### src/rtl/cache_line_refill.sv
// Cache miss refill engine: optional dirty-victim writeback, invalidate, fill, install.
// Control outputs decode from the state register, so a reset drops them immediately.
module cache_line_refill #(
    parameter int SET_W  = 3,
    parameter int WAY_W  = 2,
    parameter int TAG_W  = 5,
    parameter int OFF_W  = 2,
    parameter int DATA_W = 32
) (
    input  logic                         clk,
    input  logic                         rst,
    input  logic                         miss_valid,
    output logic                         miss_ready,
    input  logic [SET_W-1:0]             miss_set,
    input  logic [TAG_W-1:0]             miss_tag,
    input  logic [WAY_W-1:0]             miss_way,
    input  logic [TAG_W-1:0]             victim_tag,
    input  logic                         victim_valid,
    input  logic                         victim_dirty,
    output logic                         tag_wr_en,
    output logic [SET_W-1:0]             tag_wr_set,
    output logic [WAY_W-1:0]             tag_wr_way,
    output logic [TAG_W-1:0]             tag_wr_tag,
    output logic                         tag_wr_valid,
    output logic                         tag_wr_dirty,
    output logic                         dat_rd_en,
    input  logic [DATA_W-1:0]            dat_rd_data,
    output logic                         dat_wr_en,
    output logic [SET_W-1:0]             dat_set,
    output logic [WAY_W-1:0]             dat_way,
    output logic [OFF_W-1:0]             dat_word,
    output logic [DATA_W-1:0]            dat_wr_data,
    output logic                         mem_req,
    output logic                         mem_we,
    output logic [TAG_W+SET_W+OFF_W-1:0] mem_addr,
    output logic [DATA_W-1:0]            mem_wdata,
    input  logic                         mem_ack,
    input  logic [DATA_W-1:0]            mem_rdata,
    output logic                         done,
    output logic [WAY_W-1:0]             done_way
);

    localparam logic [OFF_W-1:0] LAST_WORD = '1;

    typedef enum logic [2:0] {
        S_IDLE, S_WB_RD, S_WB_REQ, S_INVAL, S_FILL_REQ, S_FILL_WR, S_INSTALL, S_DONE
    } state_t;

    state_t              state, state_next;
    logic [SET_W-1:0]    set_q;
    logic [TAG_W-1:0]    tag_q;
    logic [TAG_W-1:0]    vtag_q;
    logic [WAY_W-1:0]    way_q;
    logic [OFF_W-1:0]    cnt;
    logic [DATA_W-1:0]   wdata_q;
    logic [DATA_W-1:0]   rdata_q;
    logic                rd_pend;
    logic                last;

    assign last = (cnt == LAST_WORD);

    always_ff @(posedge clk or posedge rst) begin
        if (rst) state <= S_IDLE;
        else     state <= state_next;
    end

    always_ff @(posedge clk or posedge rst) begin
        if (rst) begin
            set_q   <= '0;
            tag_q   <= '0;
            vtag_q  <= '0;
            way_q   <= '0;
            cnt     <= '0;
            wdata_q <= '0;
            rdata_q <= '0;
            rd_pend <= 1'b0;
        end else begin
            rd_pend <= (state == S_WB_RD);
            case (state)
                S_IDLE: if (miss_valid) begin
                    set_q  <= miss_set;
                    tag_q  <= miss_tag;
                    vtag_q <= victim_tag;
                    way_q  <= miss_way;
                    cnt    <= '0;
                end
                S_WB_REQ: begin
                    if (rd_pend) wdata_q <= dat_rd_data;
                    if (mem_ack) cnt <= last ? '0 : cnt + 1'b1;
                end
                S_FILL_REQ: if (mem_ack) rdata_q <= mem_rdata;
                S_FILL_WR:  cnt <= last ? '0 : cnt + 1'b1;
                default: ;
            endcase
        end
    end

    always_comb begin
        state_next   = state;
        miss_ready   = 1'b0;
        tag_wr_en    = 1'b0;
        tag_wr_set   = '0;
        tag_wr_way   = '0;
        tag_wr_tag   = '0;
        tag_wr_valid = 1'b0;
        tag_wr_dirty = 1'b0;
        dat_rd_en    = 1'b0;
        dat_wr_en    = 1'b0;
        dat_set      = '0;
        dat_way      = '0;
        dat_word     = '0;
        dat_wr_data  = '0;
        mem_req      = 1'b0;
        mem_we       = 1'b0;
        mem_addr     = '0;
        mem_wdata    = '0;
        done         = 1'b0;
        done_way     = '0;
        case (state)
            S_IDLE: begin
                miss_ready = 1'b1;
                if (miss_valid)
                    state_next = (victim_valid && victim_dirty) ? S_WB_RD : S_INVAL;
            end
            S_WB_RD: begin
                dat_rd_en  = 1'b1;
                dat_set    = set_q;
                dat_way    = way_q;
                dat_word   = cnt;
                state_next = S_WB_REQ;
            end
            S_WB_REQ: begin
                mem_req   = 1'b1;
                mem_we    = 1'b1;
                mem_addr  = {vtag_q, set_q, cnt};
                // Read data arrives in the first cycle here; later cycles use the captured copy.
                mem_wdata = rd_pend ? dat_rd_data : wdata_q;
                if (mem_ack) state_next = last ? S_INVAL : S_WB_RD;
            end
            S_INVAL: begin
                tag_wr_en  = 1'b1;
                tag_wr_set = set_q;
                tag_wr_way = way_q;
                tag_wr_tag = tag_q;
                state_next = S_FILL_REQ;
            end
            S_FILL_REQ: begin
                mem_req  = 1'b1;
                mem_addr = {tag_q, set_q, cnt};
                if (mem_ack) state_next = S_FILL_WR;
            end
            S_FILL_WR: begin
                dat_wr_en   = 1'b1;
                dat_set     = set_q;
                dat_way     = way_q;
                dat_word    = cnt;
                dat_wr_data = rdata_q;
                state_next  = last ? S_INSTALL : S_FILL_REQ;
            end
            S_INSTALL: begin
                tag_wr_en    = 1'b1;
                tag_wr_set   = set_q;
                tag_wr_way   = way_q;
                tag_wr_tag   = tag_q;
                tag_wr_valid = 1'b1;
                state_next   = S_DONE;
            end
            S_DONE: begin
                done       = 1'b1;
                done_way   = way_q;
                state_next = S_IDLE;
            end
            default: state_next = S_IDLE;
        endcase
    end

endmodule
### config.mk
export PLATFORM = sky130hd
export DESIGN_NAME = cache_line_refill
export DESIGN_NICKNAME = d
export VERILOG_FILES = /design/src/rtl/cache_line_refill.sv
export SDC_FILE = /design/constraint.sdc
export NUM_CORES = 1
export LEC_CHECK = 0
export CORE_MARGIN = 8
export CORE_UTILIZATION = 45
export DETAILED_ROUTE_END_ITERATION = 7
export PLACE_DENSITY = 0.84
export SKIP_LAST_GASP = 1
export SLEW_MARGIN = 20
export SYNTH_ARGS = -nofsm -noshare
export SYNTH_HDL_FRONTEND = slang
export SYNTH_SLANG_ARGS = --single-unit
export TNS_END_PERCENT = 10
### constraint.sdc
create_clock -name clk -period 6.1 [get_ports clk]
set_input_delay 0.915 -clock clk [delete_from_list [all_inputs] [get_ports clk]]
set_output_delay 0.915 -clock clk [all_outputs]
set_load 0.01 [all_outputs]
==> run summary <==
Outcome -> completed
Die boundary height -> 115 microns
1st-iter DRT viols -> 186
Post-CTS resize count -> 0
Grt met1 use -> 21.3%
Met2 track demand over resource in global routing -> 30.4%
Reported max-cap violation count -> 0
Final period demand of the worst path -> 4140 ps
Setup tns final -> 0 ps
Worst hold path type -> reg -> reg
Instance area after placement -> 6280 sq um
Leading post-synthesis cells by cell area -> dfrtp_1 48%, mux2_2 10%, mux2_4 10%, mux2i_1 7.5%, and2_1 6.9%
Met3 track demand over resource in global routing -> 6.25%
WL/cell -> 18.1 microns
Power per Cell Area -> 446 nW/um^2
Sort of element at the start of the critical path -> flip-flop
Fraction of layout instances using a drive strength above 1 -> 17.8%
Mean area per synthesized cell -> 12.2 sq um
Number of antenna violations at the first check in global routing -> 0
Cells traversed along the worst timing path -> nor2b_1 > nand2_1 > inv_1 > and2_1 > clkdlybuf4s50_1
Final Non-Filler Cells -> 671
Number of setup buffers added after CTS -> 0
CTS root buf -> clkbuf_8
Endpoints failing setup -> 0
Biggest cell delay along the critical path -> 750 ps
Maximum number of pins on one net before global-route repair -> 49
Kind of end point of the critical path -> output pin
Clk_lat worst skew -> 370 ps
Final core utilization -> 67.5%
Total of warnings raised by yosys -> 0
Global-route wire length before repair -> 18900 microns
Seq/Total Area, Yosys -> 48.1%
Clock-pin slew on the worst setup and hold paths -> 80 ps
Post-synth top cells -> 85 x dfrtp_1, 49 x and2_1, 41 x mux2_2, 41 x nor2_1, 33 x mux2i_1
Fraction of post-synthesis cell area in the top cell type by area -> 48.1%
Cells after Synth -> 362
Busiest layer in global routing -> met2
Standby leakage power -> 2.68 nW
Area growth from synthesis to layout -> 47.2%
TritonCTS sink count -> 85
Library cell occupying the most area in the post-synthesis netlist -> dfrtp_1
Timing-limited maximum frequency -> 0.242 GHz
Total Routed Length -> 12100 microns
Fraction of synthesis flops using an asynchronous set or reset pin -> 100%
Number of ports placed on the die boundary -> 187
Most common cell in the synthesized netlist -> dfrtp_1
Gr ovfl total -> 0
# DRC -> 0
Core Rows -> 36
Width of the die -> 115 microns
CP arrival -> 3230 ps
Number of global-route vias before repair -> 3617
Worst vdd ir -> 0.299 mV
IO Port Bufs -> 185
Average vias per placed instance -> 4.92
Number of iterations in the first detailed-routing pass -> 4
Total via count after detailed routing -> 3302
Setup CP Type -> reg -> out
Number of cells after detailed placement -> 655
Cell area after synthesis -> 4420 sq um
Slowest cell on the critical path -> dfrtp_1
Initial core utilization -> 45.9%
DP HPWL -> 8840 microns
Antenna-violating nets left -> 0
Clock buffers created by TritonCTS -> 9
Number of pins with negative max-slew slack in the final report -> 0
Final worst path period share -> 67.9%
Weighted congestion reported at the end of routability-driven placement -> 0.751
CTS HTree Levels -> 3
Count of cell types in the netlist -> 40
Die Area -> 13300 sq um
CTS tree -> built
Final nets -> 619
CORE AREA -> 9640 sq um
Clock Tree Buf Depth -> 2
Worst-case clock skew -> 6.89 ps
Syn nets -> 448
Critical path required time -> 5180 ps
Total chip power -> 2.90 mW
Largest driver fanout on the critical path -> 34
Primary FF master, synth -> dfrtp_1
Diodes inserted -> 0
Actual transition at the worst max-transition pin -> 961 ps
Post-cts hold buffer count -> 0
Total count of hold-check failures in the final report -> 0
Final standard cell area without fillers -> 6510 sq um
Flop and latch count out of synthesis -> 85
RSZ-0062 raised after global routing -> no
Relative slew slack -> 35.9%
Post-synth EDFFs -> 0
Overall routing resource usage -> 18.3%
cell families after synthesis:
group                      Yosys count  share of synthesized area, %
DFF                                 85                          48.1
AOI/OAI and AO/OA                   16                          2.83
muxes                              112                          30.1
other                                1                        0.0848
and+or+nand+nor                    113                          13.6
buffers and inverters               32                          4.58
xor gates and xnor gates             2                         0.396
adders and majority gates            1                         0.283
layer usage:
layer,part of all wire [%],up-vias
met5,0,-
met4,1.7,0
met3,7.2,18
met2,48,119
met1,43,1600
li1,-,1565
per-stage QoR:
stage,hold WS (ps),setup slack (ps)
after global placement,460,2530
after detailed placement,468,2310
after CTS,486,1890
after global routing,521,1680
final,480,1960
after floorplan,449,2990
sequential cells by signal (all words and copies together) (netlist names):
signal,count
cnt,2
rd_pend,1
rdata_q,32
set_q,3
state,3
tag_q,5
vtag_q,5
way_q,2
wdata_q,32
where the power goes:
group	internal [mW]	leakage (nW)	switching [mW]
registers	0.846	1.04	0.240
clock network	0.252	0.116	0.197
logic	0.838	1.53	0.528
worst max-delay path: cells and delay by family, from the launching register on:
family / cells / cell delay (ps)
buffers and inverters: 2 / 1180
DFF: 1 / 750
and+or+nand+nor: 3 / 920
cell usage in the layout, fill, tap and decap left out, drive strengths merged, types with 4 or more instances in the layout:
cell and instances:
nor2 41, and2 50, mux2 79, dfrtp 85
mux2i 33, clkdlybuf4s50 185, a22oi 5, clkinv 4
clkbuf 12, and3 10
path summary, 6_finish.rpt:
path / slack, ps / from / cells past startpoint / to
worst max-delay path: 1960 / state[0]$_DFFE_PP0P_ / 5 / dat_wr_data[6]
worst min-delay path: 480 / rdata_q[22]$_DFFE_PP0P_ / 1 / rdata_q[22]$_DFFE_PP0P_
worst max register to register: 3160 / state[1]$_DFFE_PP0P_ / 5 / wdata_q[29]$_DFFE_PP0N_
worst min register to register: 480 / rdata_q[22]$_DFFE_PP0P_ / 1 / rdata_q[22]$_DFFE_PP0P_
max in group asynchronous: 4100 / rst / 3 / rdata_q[10]$_DFFE_PP0P_
min in group asynchronous: 940 / rst / 2 / wdata_q[14]$_DFFE_PP0N_
final cells by class:
class,instances,area (sq um)
multi-input combinational,245,2100
clock inverter,4,70.1
inverter,5,21.3
clock buffer,12,155
tap,133,166
timing repair buffer,187,1870
fill,789,3130
sequential,85,2130
No activity file was read; power rests on OpenSTA's default activity.
